**src/rtl/mod_bit_counter_if.sv**
```systemverilog
// Control/status bundle for mod_bit_counter: the controller drives the
// step/load controls, the counter returns its count and status flags.
interface mod_bit_counter_if #(
    parameter int WIDTH = 4
);
    logic             en;
    logic             up_dn;
    logic             clr;
    logic             load;
    logic [WIDTH-1:0] load_val;
    logic             sat_mode;
    logic [WIDTH-1:0] count;
    logic             tc;
    logic             wrap;
    logic             ovf;
    logic             load_err;

    modport master (
        output en, up_dn, clr, load, load_val, sat_mode,
        input  count, tc, wrap, ovf, load_err
    );

    modport slave (
        input  en, up_dn, clr, load, load_val, sat_mode,
        output count, tc, wrap, ovf, load_err
    );
endinterface

```
**src/rtl/mod_bit_counter.sv**
```systemverilog
// Modulo-N up/down counter with load, clear, wrap/saturate selection and
// terminal-count, wrap-pulse, sticky-overflow and bad-load status.
module mod_bit_counter #(
    parameter int WIDTH   = 4,
    parameter int MODULUS = 16
) (
    input  logic               clk,
    input  logic               rst,
    mod_bit_counter_if.slave   bus
);
    localparam int             MAX_I = MODULUS - 1;
    // One spare bit so MODULUS = 2^WIDTH and oversized load values compare cleanly.
    localparam logic [WIDTH:0] MAX   = MAX_I[WIDTH:0];

    logic [WIDTH-1:0] count_q;
    logic             wrap_q;
    logic             ovf_q;
    logic             lerr_q;

    logic at_max;
    logic at_zero;
    logic load_ok;

    assign at_max  = ({1'b0, count_q} == MAX);
    assign at_zero = (count_q == '0);
    assign load_ok = ({1'b0, bus.load_val} <= MAX);

    always_ff @(posedge clk or posedge rst) begin
        if (rst) begin
            count_q <= '0;
            wrap_q  <= 1'b0;
            ovf_q   <= 1'b0;
            lerr_q  <= 1'b0;
        end else begin
            wrap_q <= 1'b0;
            lerr_q <= 1'b0;
            if (bus.clr) begin
                count_q <= '0;
                ovf_q   <= 1'b0;
            end else if (bus.load) begin
                if (load_ok) begin
                    count_q <= bus.load_val;
                end else begin
                    count_q <= MAX[WIDTH-1:0];
                    lerr_q  <= 1'b1;
                end
            end else if (bus.en) begin
                if (bus.up_dn) begin
                    if (!at_max) begin
                        count_q <= count_q + WIDTH'(1);
                    end else begin
                        ovf_q <= 1'b1;
                        if (!bus.sat_mode) begin
                            count_q <= '0;
                            wrap_q  <= 1'b1;
                        end
                    end
                end else begin
                    if (!at_zero) begin
                        count_q <= count_q - WIDTH'(1);
                    end else begin
                        ovf_q <= 1'b1;
                        if (!bus.sat_mode) begin
                            count_q <= MAX[WIDTH-1:0];
                            wrap_q  <= 1'b1;
                        end
                    end
                end
            end
        end
    end

    assign bus.count    = count_q;
    assign bus.wrap     = wrap_q;
    assign bus.ovf      = ovf_q;
    assign bus.load_err = lerr_q;
    // Look-ahead flag: the next enabled edge reaches a limit.
    assign bus.tc       = bus.en & ((bus.up_dn & at_max) | (~bus.up_dn & at_zero));
endmodule

```
**src/flat_wrapper.sv**
```systemverilog
// flat-port wrapper written by rule: the top's interface ports become plain ports
module mod_bit_counter_flat 
#(
    parameter int WIDTH   = 4,
    parameter int MODULUS = 16
)
  (clk, rst, bus_en, bus_up_dn, bus_clr, bus_load, bus_load_val, bus_sat_mode, bus_count, bus_tc, bus_wrap, bus_ovf, bus_load_err);
  mod_bit_counter_if #(.WIDTH(WIDTH)) bus_i ();
  input  logic clk;
  input  logic rst;
  input wire logic [$bits(bus_i.en)-1:0] bus_en;
  input wire logic [$bits(bus_i.up_dn)-1:0] bus_up_dn;
  input wire logic [$bits(bus_i.clr)-1:0] bus_clr;
  input wire logic [$bits(bus_i.load)-1:0] bus_load;
  input wire logic [$bits(bus_i.load_val)-1:0] bus_load_val;
  input wire logic [$bits(bus_i.sat_mode)-1:0] bus_sat_mode;
  output wire logic [$bits(bus_i.count)-1:0] bus_count;
  output wire logic [$bits(bus_i.tc)-1:0] bus_tc;
  output wire logic [$bits(bus_i.wrap)-1:0] bus_wrap;
  output wire logic [$bits(bus_i.ovf)-1:0] bus_ovf;
  output wire logic [$bits(bus_i.load_err)-1:0] bus_load_err;
  assign bus_i.en = bus_en;
  assign bus_i.up_dn = bus_up_dn;
  assign bus_i.clr = bus_clr;
  assign bus_i.load = bus_load;
  assign bus_i.load_val = bus_load_val;
  assign bus_i.sat_mode = bus_sat_mode;
  assign bus_count = bus_i.count;
  assign bus_tc = bus_i.tc;
  assign bus_wrap = bus_i.wrap;
  assign bus_ovf = bus_i.ovf;
  assign bus_load_err = bus_i.load_err;
  mod_bit_counter #(.WIDTH(WIDTH), .MODULUS(MODULUS)) u_core (.clk(clk), .rst(rst), .bus(bus_i));
endmodule
```
**config.mk**
```make
export PLATFORM = sky130hd
export DESIGN_NAME = mod_bit_counter_flat
export DESIGN_NICKNAME = d
export VERILOG_FILES = /design/src/rtl/mod_bit_counter_if.sv /design/src/rtl/mod_bit_counter.sv /design/src/flat_wrapper.sv
export SDC_FILE = /design/constraint.sdc
export NUM_CORES = 1
export LEC_CHECK = 0
export CAP_MARGIN = 20
export CORE_AREA = 2 2 39 41
export CTS_CLUSTER_SIZE = 24
export DETAILED_ROUTE_END_ITERATION = 12
export DIE_AREA = 0 0 41 43
export GPL_TIMING_DRIVEN = 0
export PLACE_DENSITY = 0.85
export SLEW_MARGIN = 20
export SYNTH_ARGS = -nofsm -noshare
export SYNTH_HDL_FRONTEND = slang
export SYNTH_SLANG_ARGS = --single-unit
export TNS_END_PERCENT = 20
```
**constraint.sdc**
```tcl
create_clock -name clk -period 2.3 [get_ports clk]
set_input_delay 0.46 -clock clk [delete_from_list [all_inputs] [get_ports clk]]
set_output_delay 0.46 -clock clk [all_outputs]
set_load 0.01 [all_outputs]
```
==> flow_metrics.py, run 1 <==
metrics = {
    "global_route": {
        "overflow": 0,
        "globalRouteMet1Util": 0.248,
        "grt_pass1_vias": 585,
        "antenna_found_initial": 0,
        "use_met3": 0.0314,
        "grt_usage": 0.219,
        "busiest_layer": "met2",
        "grt_max_degree": 11,
        "grt_util_met2": 0.372,
        "grt_pass1_wl_microns": 2600,
    },
    "synthesis": {
        "ys_warn_count": 0,
        "synth-edff-count": 0,
        "synth.avg_cell_area_sq_um": 8.78,
        "ys_ff_latch": 6,
        "synth_ff_type": "dfrtp_1",
        "synthCells": 63,
        "ys_types": 36,
        "synthArstFlopShare": 1.00,
        "netlist_area_sq_um": 553,
        "synth-seq-area-share": 0.271,
        "syn_nets": 76,
    },
    "critical_path": {
        "cp_top_family": "simple AND/OR/NAND/NOR gates",
        "cp-end-kind": "primary output",
        "cp_slowest_cell": "dfrtp_2",
        "cp-startpoint": "u_core.bus.count[0]$_DFFE_PP0P_",
        "crit_type": "flip-flop to primary output",
        "required_ns": 1.84,
        "cp_slowest_stage_delay_ns": 0.44,
        "crit_arrival_ns": 1.78,
        "crit_fanout": 5,
        "path_cells": "ha_2 > and4_4 > or2_1 > and2_1 > dlygate4sd2_1",
        "start_kind": "flip-flop",
        "r2r_slack_ns": 0.54,
        "cp.buffers_inverters": 1,
        "reg2reg_from": "u_core.bus.count[0]$_DFFE_PP0P_",
    },
    "floorplanning": {
        "dieHeight_microns": 43,
        "die_area_sq_mm": 0.00176,
        "fp.coreArea_sq_mm": 0.00138,
        "row_count": 14,
        "pin_count": 19,
        "start_util": 0.400,
        "die_width_microns": 41,
    },
    "place": {
        "dp_slack_ns": -0.0689,
        "dpl.hpwl_microns": 1140,
        "place_area_sq_um": 723,
        "place_congestion": 0.814,
        "portBuffers": 15,
    },
    "clocking": {
        "ctsHoldBuffers": 0,
        "ctsLongestPathBuffers": 2,
        "clkSinkCount": 6,
        "path_clk_slew_ns": 0.06,
        "tritoncts": "yes",
        "cts-root-buf": "clkbuf_4",
        "numCtsBuffers": 3,
        "htree_num_levels": 1,
        "clkLatencyLatePin_ns": 0.26,
    },
    "power": {
        "p_per_area_mw_per_mm2": 462,
        "power.leakage_nw": 0.351,
        "ir_drop_mv": 0.266,
        "power_mw": 0.368,
    },
    "routing": {
        "vias": 593,
        "dr.pass1.iters": 4,
        "drt-initial-drc-count": 27,
        "drc": 0,
        "drt_wl_total_microns": 1610,
        "avgRoutedWirePerCell_microns": 15.6,
        "viasPerCell": 5.76,
        "ant_nets": 0,
    },
    "final_layout": {
        "drive_gt1_frac": 0.253,
        "areaGrowthSynthToFinish_pct": 44.1,
        "final_cell_mix": "14 x clkdlybuf4s50_1, 7 x buf_4, 5 x inv_1",
        "antenna_cells": 0,
        "final_common_cell": "clkdlybuf4s50_1",
        "final_net_count": 102,
        "fin_area_sq_um": 797,
    },
    "outcome": {
        "status": "completed",
    },
    "timing": {
        "hold_viol": 0,
        "rsz0062_at_grt": "no",
        "slew_violations": 0,
        "skew_ns": 0.00634,
        "min_period_ns": 2.24,
        "tns_ns": 0,
        "setup_viol": 0,
        "fmax_mhz": 447,
        "fin_crit_sh": 0.973,
        "layout_setup_ws_ns": 0.0632,
    },
    "min_path": {
        "hold_class": "input port to asynchronous set/reset pin",
    },
    "run": {
        "maxCapViolCount": 0,
    },
}
==> layer usage <==
metal | vias to the layer above | share of wire
met4 | 0 | 0.019
met5 | - | 0
met3 | 4 | 0.047
li1 | 283 | -
met1 | 278 | 0.39
met2 | 28 | 0.54
==> timing repair <==
action,4_1_cts,5_1_grt
setup buffers,5,1
cloned,0,0
endpoints found under the setup margin,1,1
pin swaps,0,1
endpoints found under the hold margin,0,0
resized for setup,4,2
==> through the flow <==
step / util / hold WS [ns] / instances
2_1_floorplan: - / 0.251 / 63
3_3_place_gp: 0.523 / 0.479 / 94
3_5_place_dp: 0.523 / 0.510 / 94
4_1_cts: 0.569 / 0.425 / 102
5_1_grt: 0.576 / 0.460 / 103
6_report: 0.576 / 0.426 / 103
==> flip-flops by register name, summed over array words and instances (netlist names) <==
signal	count
u_core.bus.ovf	1
u_core.bus.count	4
u_core.bus.wrap	1
==> kinds of logic after synthesis <==
kind of cell,count (synthesis),share of synthesized area
buffers and inverters,9,0.102
AO/OA/AOI/OAI,18,0.226
flip-flops,6,0.271
XOR/XNOR,1,0.0158
other,1,0.00678
AND/OR/NAND/NOR,25,0.312
adder cells (fa/ha/maj),2,0.0452
multiplexers,1,0.0204
==> report_power, final <==
| group | leakage (nW) | switching [mW] | total (mW) | internal, mW |
|---|---|---|---|---|
| Clock | 0.0138 | 0.0482 | 0.108 | 0.0597 |
| Sequential | 0.0772 | 0.0143 | 0.128 | 0.113 |
| Combinational | 0.260 | 0.0571 | 0.133 | 0.0758 |
| Total | 0.351 | 0.120 | 0.368 | 0.249 |
==> final timing paths <==
kind | endpoint | depth (start not counted)
setup / recovery | bus_tc | 5
hold / removal | u_core.bus.count[1]$_DFFE_PP0P_ | 2
setup reg to reg | u_core.bus.count[2]$_DFFE_PP0P_ | 7
hold reg to reg | u_core.bus.ovf$_DFFE_PP0P_ | 2
max in group asynchronous | u_core.bus.count[0]$_DFFE_PP0P_ | 2
min in group clk | u_core.bus.ovf$_DFFE_PP0P_ | 2
==> cell type report <==
cell class | instances | area [sq um]
fill | 134 | 587
multi-input combinational | 48 | 352
timing repair buffer | 21 | 194
sequential | 6 | 153
buffer | 3 | 33.8
clock buffer | 3 | 22.5
inverter | 6 | 22.5
tap | 16 | 20.0
==> cells in the mapped netlist (all sizes together), types with 3 or more instances <==
cell   count  area (sq um)
nor3       4          20.0
inv        6          22.5
dfrtp      6           150
o21ai      6          33.8
a31oi      3          18.8
nand4      3          18.8
buf        3          33.8
and3       4          26.3
nor2       4          15.0
Note: power is estimated with default switching activity, not from simulation.
==> run 2, diff against run 1 <==
--- a/config.mk
+++ b/config.mk
@@ -7,12 +7,13 @@
 export LEC_CHECK = 0
 export CAP_MARGIN = 20
 export CORE_AREA = 2 2 39 41
+export CTS_BUF_LIST = sky130_fd_sc_hd__clkbuf_8
 export CTS_CLUSTER_SIZE = 24
 export DETAILED_ROUTE_END_ITERATION = 12
 export DIE_AREA = 0 0 41 43
 export GPL_TIMING_DRIVEN = 0
 export PLACE_DENSITY = 0.85
-export SLEW_MARGIN = 20
+export SLEW_MARGIN = 0
 export SYNTH_ARGS = -nofsm -noshare
 export SYNTH_HDL_FRONTEND = slang
 export SYNTH_SLANG_ARGS = --single-unit
==> flow_metrics.py, run 2 (synthesized netlist as in run 1, its figures left out) <==
metrics = {
    "floorplanning": {
        "die_area_sq_mm": 0.00176,
        "dieHeight_microns": 43,
        "die_width_microns": 41,
        "fp.coreArea_sq_mm": 0.00138,
        "pin_count": 19,
        "row_count": 14,
        "start_util": 0.400,
    },
    "power": {
        "power.leakage_nw": 0.366,
        "p_clk_frac": 0.397,
        "switching_share": 0.303,
        "power_frac_comb": 0.311,
        "p_seq_frac": 0.292,
        "p_per_area_mw_per_mm2": 533,
        "power.switching_mw": 0.132,
        "power_mw": 0.438,
        "ir_drop_mv": 0.387,
        "power.internal_mw": 0.305,
    },
    "timing": {
        "fin_crit_sh": 0.981,
        "fmax_mhz": 443,
        "skew_ns": 0.00428,
        "layout_setup_ws_ns": 0.0439,
        "min_period_ns": 2.26,
        "hold_viol": 0,
        "slew_violations": 0,
        "rsz0062_at_grt": "no",
        "setup_viol": 0,
        "hold_ws_ns": 0.463,
    },
    "global_route": {
        "antenna_found_initial": 0,
        "grt_pass1_vias": 559,
        "grt_max_degree": 11,
        "grt_pass1_wl_microns": 2550,
        "overflow": 0,
        "grt_usage": 0.217,
    },
    "clocking": {
        "clkSinkCount": 6,
        "htree_num_levels": 1,
        "numCtsBuffers": 3,
        "tritoncts": "yes",
        "cts-root-buf": "clkbuf_8",
        "path_clk_slew_ns": 0.04,
        "ctsHoldBuffers": 0,
        "clkLatencyLatePin_ns": 0.24,
        "ctsLongestPathBuffers": 2,
    },
    "run": {
        "maxCapViolCount": 0,
    },
    "routing": {
        "viasPerCell": 5.94,
        "avgRoutedWirePerCell_microns": 16.0,
        "ant_nets": 0,
        "drt_wl_total_microns": 1660,
        "vias": 618,
        "dr.pass1.iters": 4,
        "drc": 0,
        "drt-initial-drc-count": 18,
    },
    "critical_path": {
        "required_ns": 1.84,
        "crit_type": "flip-flop to primary output",
        "cp-startpoint": "u_core.bus.count[0]$_DFFE_PP0P_",
        "worstReg2RegEnd": "u_core.bus.count[2]$_DFFE_PP0P_",
        "crit_arrival_ns": 1.80,
        "cp_slowest_stage_delay_ns": 0.43,
        "cp.buffers_inverters": 1,
        "cp_top_family": "simple AND/OR/NAND/NOR gates",
        "cp_slowest_cell": "dfrtp_2",
        "cp-end-kind": "primary output",
        "start_kind": "flip-flop",
        "reg2reg_from": "u_core.bus.count[0]$_DFFE_PP0P_",
        "r2r_slack_ns": 0.44,
        "rr_worst_depth": 8,
        "crit_fanout": 5,
        "path_cells": "ha_1 > and4_4 > or2_1 > and2_1 > dlygate4sd2_1",
    },
    "final_layout": {
        "final_common_cell": "clkdlybuf4s50_1",
        "final_net_count": 103,
        "largest_register_ffs": 4,
        "drive_gt1_frac": 0.239,
        "final_cell_mix": "14 x clkdlybuf4s50_1, 8 x buf_4, 6 x inv_1",
        "antenna_cells": 0,
        "fin_area_sq_um": 821,
        "areaGrowthSynthToFinish_pct": 48.4,
        "fin_cells": 104,
    },
    "place": {
        "dpl.hpwl_microns": 1140,
        "portBuffers": 15,
        "place_area_sq_um": 723,
        "dp_cells": 94,
        "dp_slack_ns": -0.0689,
        "place_congestion": 0.814,
    },
    "outcome": {
        "status": "completed",
    },
    "min_path": {
        "hold_class": "input port to asynchronous set/reset pin",
    },
}
## run 2: cell types whose count changed in the layout (fill, tap and decap cells not counted)
cell      before  now
clkbuf_8       0    3
clkbuf_4       3    0
ha_1           0    1
ha_2           2    1
inv_2          1    0
buf_4          7    8
inv_1          5    6
## run 2: worst reg2reg max path: stages (launching register included)
cell     delay (ns)
dfrtp_2        0.43
inv_1          0.09
ha_2           0.19
nor4b_4        0.21
buf_4          0.15
buf_4          0.11
o21ai_2        0.08
a211o_1        0.30
and3_1         0.18
## run 2: routing by layer
layer,vias up,share of wire,global-route usage
met5,-,0,0
met4,0,0.013,0.100
met3,2,0.057,0.0471
met2,29,0.53,0.363
met1,304,0.40,0.245
li1,283,-,-
## run 2: metrics by stage
step / TNS, ns / utilization
2_1_floorplan: 0 / -
3_3_place_gp: -0.0382 / 0.523
3_5_place_dp: -0.0689 / 0.523
4_1_cts: 0 / 0.580
5_1_grt: 0 / 0.593
6_report: 0 / 0.593
## run 2: how the worst max path moves through the flow
| stage | end | slack (ns) | depth (start not counted) |
|---|---|---|---|
| 6_report | bus_tc | 0.04 | 5 |
| 5_1_grt | bus_tc | 0.01 | 6 |
| 4_1_cts | bus_tc | 0.03 | 5 |
| 3_5_place_dp | bus_tc | -0.07 | 6 |
| 3_3_place_gp | bus_tc | -0.04 | 6 |
| 2_1_floorplan | bus_tc | 0.50 | 4 |
## run 2: cell type report
class,count,area [sq um]
Timing Repair Buffer,22,201
Sequential cell,6,153
Clock buffer,3,41.3
Buffer,3,33.8
Fill cell,129,563
Inverter,6,22.5
Multi-Input combinational cell,48,349
Tap cell,16,20.0
## run 2: power by group through the flow
stage / registers (mW) / logic (mW) / clock network [mW]
global route: 0.129 / 0.148 / 0.173
detailed placement: 0.133 / 0.111 / 0
finish: 0.128 / 0.136 / 0.174
global placement: 0.131 / 0.108 / 0
CTS: 0.127 / 0.128 / 0.170
floorplan: 0.131 / 0.0627 / 0
## run 2: timing repair
| action | in CTS | in global routing |
|---|---|---|
| setup buffers | 5 | 2 |
| pin swaps | 0 | 1 |
| setup endpoints to repair | 1 | 1 |
| resized for setup | 3 | 1 |
